$ cat src/rtl/muldiv_issue.sv
// muldiv_issue
//   Issue/retire controller between the RV32M decode in execute and the
//   multi-cycle mul_div unit. One M-op is in flight at a time. Divide-by-zero
//   and signed-overflow divides are answered locally without launching the
//   unit. The result is held for writeback under a valid/ready handshake.
//
// Ports
//   clk_i, rst_ni                 clock, asynchronous active-low reset
//   in_valid_i / in_ready_o       execute-stage request / stall (ready = IDLE)
//   in_funct3_i, in_rd_i          RV32M funct3 and destination register
//   in_rs1_val_i, in_rs2_val_i    operand values
//   flush_i                       kill the current operation
//   md_start_o                    one-cycle launch pulse to mul_div
//   md_opcode_o, md_rs1_o/rs2_o   registered funct3 and operands for mul_div
//   md_busy_i, md_ready_i         mul_div busy / result-valid pulse
//   md_result_i                   mul_div result
//   wb_valid_o / wb_ready_i       writeback handshake
//   wb_rd_o, wb_data_o            held destination and result
module muldiv_issue #(
    parameter int XLEN = 32,
    parameter int RA_W = 5
) (
    input  logic            clk_i,
    input  logic            rst_ni,
    input  logic            in_valid_i,
    output logic            in_ready_o,
    input  logic [2:0]      in_funct3_i,
    input  logic [RA_W-1:0] in_rd_i,
    input  logic [XLEN-1:0] in_rs1_val_i,
    input  logic [XLEN-1:0] in_rs2_val_i,
    input  logic            flush_i,
    output logic            md_start_o,
    output logic [2:0]      md_opcode_o,
    output logic [XLEN-1:0] md_rs1_o,
    output logic [XLEN-1:0] md_rs2_o,
    input  logic            md_busy_i,
    input  logic            md_ready_i,
    input  logic [XLEN-1:0] md_result_i,
    output logic            wb_valid_o,
    input  logic            wb_ready_i,
    output logic [RA_W-1:0] wb_rd_o,
    output logic [XLEN-1:0] wb_data_o
);

    typedef enum logic [2:0] {
        S_IDLE,
        S_LAUNCH,
        S_WAIT,
        S_HOLD,
        S_DRAIN
    } state_e;

    localparam logic [2:0]      F_DIV   = 3'b100;
    localparam logic [2:0]      F_REM   = 3'b110;
    localparam logic [XLEN-1:0] INT_MIN = {1'b1, {(XLEN-1){1'b0}}};

    state_e          state_q;
    logic [2:0]      opcode_q;
    logic [XLEN-1:0] rs1_q;
    logic [XLEN-1:0] rs2_q;
    logic            wb_valid_q;
    logic [RA_W-1:0] wb_rd_q;
    logic [XLEN-1:0] wb_data_q;

    logic            accept;
    logic            div_zero;
    logic            div_ovf;
    logic            special;
    logic [XLEN-1:0] special_data;

    // Accepting an op with rd == 0 consumes it without any further effect.
    assign accept = (state_q == S_IDLE) && in_valid_i && !flush_i;

    // funct3[2] selects the divide group, funct3[1] picks REM over DIV.
    always_comb begin
        div_zero     = in_funct3_i[2] && (in_rs2_val_i == '0);
        div_ovf      = ((in_funct3_i == F_DIV) || (in_funct3_i == F_REM)) &&
                       (in_rs1_val_i == INT_MIN) && (in_rs2_val_i == '1);
        special      = div_zero || div_ovf;
        special_data = '0;
        if (div_zero) begin
            special_data = in_funct3_i[1] ? in_rs1_val_i : '1;
        end else if (div_ovf) begin
            special_data = in_funct3_i[1] ? '0 : INT_MIN;
        end
    end

    always_ff @(posedge clk_i or negedge rst_ni) begin
        if (!rst_ni) begin
            state_q    <= S_IDLE;
            opcode_q   <= '0;
            rs1_q      <= '0;
            rs2_q      <= '0;
            wb_valid_q <= 1'b0;
            wb_rd_q    <= '0;
            wb_data_q  <= '0;
        end else begin
            case (state_q)
                S_IDLE: begin
                    if (accept && (in_rd_i != '0)) begin
                        wb_rd_q <= in_rd_i;
                        if (special) begin
                            wb_data_q  <= special_data;
                            wb_valid_q <= 1'b1;
                            state_q    <= S_HOLD;
                        end else begin
                            opcode_q <= in_funct3_i;
                            rs1_q    <= in_rs1_val_i;
                            rs2_q    <= in_rs2_val_i;
                            state_q  <= S_LAUNCH;
                        end
                    end
                end
                S_LAUNCH: begin
                    // Leaving LAUNCH without flush means md_start fired this cycle.
                    if (flush_i) begin
                        state_q <= S_IDLE;
                    end else if (!md_busy_i) begin
                        state_q <= S_WAIT;
                    end
                end
                S_WAIT: begin
                    // The unit cannot be aborted: a flush waits out its result
                    // in DRAIN unless that result is arriving right now.
                    if (flush_i) begin
                        state_q <= md_ready_i ? S_IDLE : S_DRAIN;
                    end else if (md_ready_i) begin
                        wb_data_q  <= md_result_i;
                        wb_valid_q <= 1'b1;
                        state_q    <= S_HOLD;
                    end
                end
                S_HOLD: begin
                    if (flush_i || wb_ready_i) begin
                        wb_valid_q <= 1'b0;
                        state_q    <= S_IDLE;
                    end
                end
                S_DRAIN: begin
                    if (md_ready_i) begin
                        state_q <= S_IDLE;
                    end
                end
                default: state_q <= S_IDLE;
            endcase
        end
    end

    // md_start must never coincide with md_busy, so it is gated by the live
    // busy input rather than registered; it is also suppressed by a flush
    // arriving in the launch cycle.
    assign md_start_o  = (state_q == S_LAUNCH) && !md_busy_i && !flush_i;
    assign in_ready_o  = (state_q == S_IDLE);
    assign md_opcode_o = opcode_q;
    assign md_rs1_o    = rs1_q;
    assign md_rs2_o    = rs2_q;
    assign wb_valid_o  = wb_valid_q;
    assign wb_rd_o     = wb_rd_q;
    assign wb_data_o   = wb_data_q;

endmodule

$ cat config.mk
export PLATFORM = sky130hd
export DESIGN_NAME = muldiv_issue
export DESIGN_NICKNAME = d
export VERILOG_FILES = /design/src/rtl/muldiv_issue.sv
export SDC_FILE = /design/constraint.sdc
export NUM_CORES = 1
export LEC_CHECK = 0
export CAP_MARGIN = 20
export CORE_ASPECT_RATIO = 0.9
export CORE_MARGIN = 2
export CORE_UTILIZATION = 40
export DETAILED_ROUTE_END_ITERATION = 12
export HOLD_SLACK_MARGIN = 0.15
export PLACE_DENSITY = 0.75
export SYNTH_ARGS = -nofsm -noshare
export SYNTH_HDL_FRONTEND = slang
export SYNTH_SLANG_ARGS = --single-unit
$ cat constraint.sdc
create_clock -name clk_i -period 4 [get_ports clk_i]
set_clock_uncertainty 0.1 [all_clocks]
set_input_delay 0.6 -clock clk_i [delete_from_list [all_inputs] [get_ports clk_i]]
set_output_delay 0.6 -clock clk_i [all_outputs]
set_load 0.03 [all_outputs]
Word-level counts from Yosys, hierarchy flattened:

Cells that the tools add are included.

* register bits: 108
* input bits: 111
* output and inout bits: 107
* logic and storage cells: 72

* equal/unequal tests: 16
* muxes and demuxes: 25
* bitwise gates (word level): 1
* reduce and logical (&&, ||, !) cells: 23

Operator list (number)
* 2-to-1 mux 32 bit: 8
* equality test 32 bit, second input constant: 2
* one-hot mux 32 bit (2 select lines): 1
* logical NOT 32 bit: 1
* 2-to-1 mux 3 bit: 8
* one-hot mux 3 bit (5 select lines): 1
* AND reduction 5 bit: 2
* equality test 3 bit, second input constant: 3
* logical AND 1 bit: 8
* inequality test 2 bit, second input constant: 4
* equality test 3 x 2 -> 1 bit, second input constant: 2
* inequality test 3 bit, second input constant: 2
* AND reduction 6 bit: 1
* 2-to-1 mux 1 bit: 5
* nonzero test 5 bit: 1
* inequality test 2 x 1 -> 1 bit, second input constant: 2
* equality test 3 x 1 -> 1 bit, second input constant: 1
* logical NOT 3 bit: 1
* logical OR 1 bit: 3
* one-hot mux 1 bit (3 select lines): 1
* AND reduction 3 bit: 1
* nonzero test 3 bit: 1
* logical NOT 1 bit: 2
* 2-to-1 mux 2 bit: 1
* other kinds (3): 3

Longest topological paths before layout:

Gate-level depths: netlist of the first run.

* depth after elaboration: 9
* mapped depth: 9
* depth with buffers taken out: 6

Worst setup path after synthesis of the first run:

OpenSTA, ideal clock, no wires.

* kind: input to register
* from: in in_rs2_val_i[0]
* to: reg wb_data_q[23], in the netlist wb_data_o[23]
* setup time: 0.125 ns
* arrival: 2.286 ns
* required time: 3.775 ns
* slack: 1.489 ns
* stages: 9
* path buffers: 3
* cells stage by stage: nor4b_1 -> nand4_1 -> or3_1 -> buf_2 -> o31ai_4 -> o31a_1 -> buf_6 -> buf_6 -> mux2_4

* cells in the longest elaborated chain, start to end: 7
* elaborated cells on any way between the ends: 12
* those cells by class: 2 x eq/ne; 5 x mux; 5 x reduce/logical

Ends and longest elaborated chain
* start, declared: line 30 `input logic [XLEN-1:0] in_rs2_val_i,`
* equality test 32 bit: line 78 `(in_rs1_val_i == INT_MIN) && (in_rs2_val_i == '1);`
* logical AND 1 bit: line 78
* 2-to-1 mux 32 bit: line 83 `end else if (div_ovf) begin`
* 2-to-1 mux 32 bit: line 81 `if (div_zero) begin`
* 2-to-1 mux 32 bit: line 102 `if (special) begin`
* 2-to-1 mux 32 bit: line 100 `if (accept && (in_rd_i != '0)) begin`
* one-hot mux 32 bit (2 select lines): line 98 `case (state_q)`
* end signal, assigned: line 103 `wb_data_q <= special_data;`
* end signal, assigned: line 128 `wb_data_q <= md_result_i;`
* end, declared: line 63 `logic [XLEN-1:0] wb_data_q;`

Several ways; a longest one is shown, not always the timed one. The select of a mux whose other input is x is not followed.
A chain may end at the register's enable or synchronous reset.

Final worst setup path of the first run:

* from: in in_rs1_val_i[28]
* to: reg opcode_q[0], in the netlist md_opcode_o[0]

* cells in the longest elaborated chain, start to end: 6

Ends and longest elaborated chain
* start, declared: line 29 `input logic [XLEN-1:0] in_rs1_val_i,`
* equality test 32 bit: line 78
* logical AND 1 bit: line 77 `div_ovf = ((in_funct3_i == F_DIV) || (in_funct3_i == F_REM)) &&`
* logical AND 1 bit: line 78
* logical OR 1 bit: line 79 `special = div_zero || div_ovf;`
* NOT 1 bit (no line)
* AND reduction 3 bit (no line)
* end signal, assigned: line 107 `opcode_q <= in_funct3_i;`
* end, declared: line 58 `logic [2:0] opcode_q;`

Every way passes these cells.

==> results of run 1 <==
## final timing paths
check	cells after the start	to	start	slack (ns)
min in group asynchronous	2	md_rs1_o[12]$_DFFE_PN0P_	rst_ni	0.63
max	7	md_opcode_o[0]$_DFFE_PN0P_	in_rs1_val_i[28]	0.80
min	2	wb_rd_o[3]$_DFFE_PN0P_	wb_rd_o[3]$_DFFE_PN0P_	0.37
max reg2reg	5	md_rs2_o[16]$_DFFE_PN0P_	state_q[1]$_DFFE_PN0P_	1.07
min reg2reg	2	wb_rd_o[3]$_DFFE_PN0P_	wb_rd_o[3]$_DFFE_PN0P_	0.37
max in group asynchronous	4	md_rs1_o[19]$_DFFE_PN0P_	rst_ni	2.34
## cell type report
class                           instances  area [µm²]
Clock inverter                          6       93.84
Timing Repair Buffer                  229        2315
Inverter                                5       18.77
Fill cell                            1018        4845
Clock buffer                           10       239.0
Sequential cell                       108        2703
Multi-Input combinational cell        269        2415
Tap cell                              164       205.2
## layer usage
layer  vias up  routed length, µm  track usage, %
met5         -                  0               0
met4         0                229           6.444
met3        18               1216           8.463
met2       150               7549           36.38
met1      2073               6719           27.81
li1       1901                  -               -
## flip-flops by register name, indices dropped and copies added (netlist names)
signal and cells:
md_rs1_o 32, md_rs2_o 32, wb_data_o 32, wb_rd_o 5
md_opcode_o 3, state_q 3, wb_valid_o 1
## power by group
| group | switching (W) | internal, W | total [W] | leakage, nW |
|---|---|---|---|---|
| sequential | 0.000175 | 0.00137 | 0.00154 | 1.34 |
| clock | 0.000431 | 0.000574 | 0.00101 | 0.165 |
| combinational | 0.000942 | 0.000892 | 0.00183 | 1.78 |
## cell usage after synthesis
master	n
nand2b_1	3
nand4b_1	1
nand4_1	9
o31a_1	1
o31ai_4	1
mux2_4	58
buf_2	7
a21o_1	1
nor4_1	16
a21oi_1	2
and2_1	1
nor3_1	4
buf_6	6
nor2_1	4
nor3_4	1
nand2_1	39
buf_8	2
o31ai_1	32
a31oi_1	1
and4_1	1
nor2_2	1
mux2_2	44
mux2i_1	2
o21a_1	2
dfrtp_1	108
nor4b_1	1
o21ai_0	2
or4_4	1
a221oi_1	1
or3_1	1
inv_1	5
nand3_1	4
nor2b_1	33
o2111ai_4	1
clkbuf_1	12
nor3b_1	1
## metrics by stage
| step | instance area [µm²] | worst slack (ns) |
|---|---|---|
| after floorplan | 5303 | 1.489 |
| after global placement | 7591 | 0.5469 |
| after detailed placement | 7591 | 0.4754 |
| after CTS | 7924 | 0.8468 |
| after global routing | 7989 | 0.7660 |
| final | 7989 | 0.8032 |
## placed cells by master (no fill, tap or decap), drive strengths merged, types with 2 or more instances in the layout
cell and count:
nor4 16, inv 8, nor3 5, a21oi 2, mux2 102, nand2b 3
clkdlybuf4s50 216, nand2 39, clkbuf 10, mux2i 2, o31ai 33, nor2 5
nor2b 33, buf 12, nand3 4, o21ai 2, bufinv 2, nand4 9
dfrtp 108, o21a 2
## cell families after synthesis
group	after synthesis	synth area share (%)
AO/OA/AOI/OAI	44	6.678
buffers and inverters	32	3.704
flip-flops	108	50.97
multiplexers	104	26.14
AND/OR/NAND/NOR	121	12.51
## what timing repair did
action                                 CTS  global route
resized for setup                        0             0
endpoints found under the hold margin    0            33
hold buffers                             0             1
## critical path: cells and delay by family
family                 cells  cell delay [ns]
and+or+nand+nor            3             1.16
buffers and inverters      2             0.78
AOI/OAI and AO/OA          1             0.43
muxes                      1             0.32
==> flow_metrics.tcl, run 1 <==
set metrics [dict create \
    layout-drive-gt1-share_pct 21.85 \
    ant_nets 0 \
    avgSynthCellArea_um2 12.96 \
    dpl.hpwl_um 11710 \
    cp-start-kind "input pin" \
    synth-seq-cells 108 \
    crit_slowest_cell "nor4_1" \
    p_leak_nw 3.280 \
    wl_per_cell_um 19.87 \
    start_util_pct 41.32 \
    die_y_um 113.2 \
    period_needed_ns 3.197 \
    grt_pass1_wl_um 24410 \
    cts_setup_buffers 0 \
    avgViaCountPerCell 5.236 \
    hp-class "flop to flop" \
    yosysSeqAreaShare_pct 50.97 \
    core_area_um2 12830 \
    slew_headroom_pct 31.59 \
    dieArea_um2 14200 \
    crit_path_cell_trace "clkdlybuf4s50_1 > nor4_1 > nand3_1 > o31ai_4 > nor2_4 > buf_12 > mux2_4" \
    clk_latency_ns 0.35 \
    area_growth_pct 50.66 \
    status "complete, no violations" \
    crit_type "input pin to flop" \
    place_congestion 0.8177 \
    cp_max_fo 42 \
    grt_overflow 0 \
    grt_max_degree 84 \
    drv_slew 0 \
    required_ns 4.14 \
    post-route-util_pct 62.25 \
    syn-num-nets 520 \
    vias 4142 \
    drt-initial-drc-count 125 \
    power_density_nw_per_um2 548.5 \
    stdcell_count 791 \
    timing.hold.ws_ns 0.3731 \
    port_buffers 217 \
    synth.yosys.warnings 0 \
    vdd_drop_max_uv 368.8 \
    fp-row-count 39 \
    cts_buffers 9 \
    max_stage_delay_ns 0.67 \
    clkTransAtPathRegs_ns 0.07 \
    dp_cells 772 \
    rsz0062_at_grt "no" \
    synthTopCellsByArea "dfrtp_1 (51%), mux2_4 (16%), mux2_2 (9.3%)" \
    first_pass_iters 4 \
    fin_crit_sh_pct 79.92 \
    netlist_area_um2 5303 \
    tightest_slew_ns 1.024 \
    drc 0 \
    yosys.area.top_type "dfrtp_1" \
    cts-htree-levels 3 \
    root_buffer "clkbuf_16" \
    setup_viol 0 \
    yosysUniqueCellTypes 36 \
    ioPinCount 218 \
    die_w_um 125.4 \
    p_total_w 0.004382 \
    grt_pass1_vias 4404 \
    cts_tree "done" \
    grt_usage_pct 22.29 \
    fin_setup_tns_ns 0 \
    num-nets-final 733 \
    cap_violations 0 \
    synth_top_area_share_pct 50.97 \
    fmax_mhz 312.8 \
    arrival_ns 3.34 \
    hold_viol 0 \
    netlist_instances 409 \
    cts_sinks 108 \
    antenna_found_initial 0 \
    clockBufferDepth 2 \
    wirelength_um 15710 \
    antenna_cells 0 \
    cp-end-kind "flop" \
]
(Power assumes the default switching activity.)
==> run 2: changes to the inputs <==
Clock period 4 ns to 3.2 ns, I/O delays scaled along.
==> run 2 against run 1 <==
- die area is the same
- combinational power rose by 26%
- first-iteration DRC count increased by 68%
- global-route usage is 0.33 points higher
- power increased by 22%
- non-clock buffer count is 6 higher
- critical path depth increased by 2
- clock-buffer cell count rose by 1
- core utilization up 0.15 points
- cell area grew 0.23%
==> flow_metrics.tcl, run 2 (synthesis results as in run 1) <==
set metrics [dict create \
    final.fill_count 1026 \
    tightest_slew_ns 0.6660 \
    cts_resized 0 \
    worstReg2RegStart "state_q[1]$_DFFE_PN0P_" \
    crit_type "input pin to flop" \
    cts_buffers 9 \
    slew_headroom_pct 55.60 \
    vdd_drop_max_uv 563.0 \
    dpl_worst_slack_ns 0.07701 \
    layout-drive-gt1-share_pct 22.15 \
    required_ns 3.33 \
    avgViaCountPerCell 5.268 \
    power_density_nw_per_um2 667.5 \
    cts_tree "done" \
    clkTransAtPathRegs_ns 0.06 \
    crit_slowest_cell "clkdlybuf4s50_1" \
    ant_nets 0 \
    die_w_um 125.4 \
    period_needed_ns 2.809 \
    drt-initial-drc-count 210 \
    fp-row-count 39 \
    regToRegSetupSlack_ns 0.81 \
    antenna_found_initial 0 \
    worstReg2RegEnd "wb_data_o[24]$_DFFE_PN0P_" \
    rsz0062_at_grt "no" \
    dpl.hpwl_um 11940 \
    dieArea_um2 14200 \
    cts_sinks 108 \
    final_common_cell "clkdlybuf4s50_1" \
    vias 4193 \
    first_pass_iters 4 \
    reg2reg_depth 6 \
    cap_violations 0 \
    fin_setup_tns_ns 0 \
    area_growth_pct 51.01 \
    max_stage_delay_ns 0.54 \
    cp-startpoint "in_funct3_i[2]" \
    grt_pass1_wl_um 24960 \
    cts_setup_buffers 0 \
    status "complete, no violations" \
    drc 0 \
    grt_pass1_vias 4604 \
    grt_max_degree 61 \
    arrival_ns 2.94 \
    ioPinCount 218 \
    endpoint "wb_data_o[24]$_DFFE_PN0P_" \
    fmax_mhz 355.9 \
    post-route-util_pct 62.40 \
    fin_crit_sh_pct 87.79 \
    place_congestion 0.8546 \
    grt_usage_pct 22.62 \
    cp-end-kind "flop" \
    antenna_cells 0 \
    stdcell_count 796 \
    hp-class "flop to flop" \
    p_leak_nw 3.282 \
    hold_viol 0 \
    final_cell_mix "clkdlybuf4s50_1 (216), dfrtp_1 (108), mux2_4 (58)" \
    drv_slew 0 \
    wirelength_um 15840 \
    crit_path_cell_trace "clkdlybuf4s50_1 > buf_4 > nand4_1 > nor4_1 > nand2_1 > o31ai_4 > o31a_2 > buf_12 > mux2_4" \
    clk_latency_ns 0.35 \
    root_buffer "clkbuf_16" \
    p_total_w 0.005345 \
    postLayoutSetupSlackWorst_ns 0.3906 \
    dp_cells 780 \
    wl_per_cell_um 19.90 \
    cp_max_fo 20 \
    core_area_um2 12830 \
    port_buffers 217 \
    start_util_pct 41.32 \
    die_y_um 113.2 \
    grt_overflow 0 \
    clockBufferDepth 2 \
    setup_viol 0 \
    num-nets-final 739 \
    cp-start-kind "input pin" \
    cts-htree-levels 3 \
]
run 2: cell type report:
class	count	area (µm²)	share of cell area (%)
Timing Repair Buffer	235	2382	29.75
Clock inverter	4	51.30	0.6406
Clock buffer	11	232.7	2.906
Inverter	5	18.77	0.2344
Sequential cell	108	2703	33.75
Multi-Input combinational cell	269	2415	30.16
Tap cell	164	205.2	2.563
run 2: per-layer routing:
metal  share of wire (%)  track usage [%]  up-vias
li1                    -                -     1915
met1                  41            27.94     2110
met2                  49            36.96      157
met3                 9.3            10.07       11
met4                0.81            4.889        0
met5                   0                0        -
run 2: what timing repair did:
action / CTS / global route
endpoints found under the hold margin: 48 / 0
setup endpoints to repair: 0 / 0
hold buffers: 1 / 0
run 2: worst max-delay path, delay by kind of cell:
family / cells / cell delay (ns)
AO/OA/AOI/OAI: 2 / 0.44
buffers and inverters: 3 / 0.89
multiplexers: 1 / 0.31
AND/OR/NAND/NOR: 3 / 0.79
run 2: through the flow:
stage	hold slack [ns]	instance area, µm²
floorplan	0.08441	5303
global placement	0.3576	7714
detailed placement	0.3669	7714
CTS	0.3839	8008
global route	0.3922	8008
finish	0.3764	8008
run 2: power by group:
part           internal [W]  switching, W
Clock              0.000604      0.000504
Combinational       0.00113       0.00119
Sequential          0.00171      0.000214
run 2: worst min-delay path by stage:
stage	start	end	slack, ns	cells past startpoint
finish	wb_rd_o[3]$_DFFE_PN0P_	wb_rd_o[3]$_DFFE_PN0P_	0.38	2
global placement	wb_rd_o[3]$_DFFE_PN0P_	wb_rd_o[3]$_DFFE_PN0P_	0.36	2
floorplan	rst_ni	md_opcode_o[0]$_DFFE_PN0P_	0.08	0
global route	wb_rd_o[3]$_DFFE_PN0P_	wb_rd_o[3]$_DFFE_PN0P_	0.39	2
CTS	wb_rd_o[3]$_DFFE_PN0P_	wb_rd_o[3]$_DFFE_PN0P_	0.38	2
detailed placement	wb_rd_o[3]$_DFFE_PN0P_	wb_rd_o[3]$_DFFE_PN0P_	0.37	2
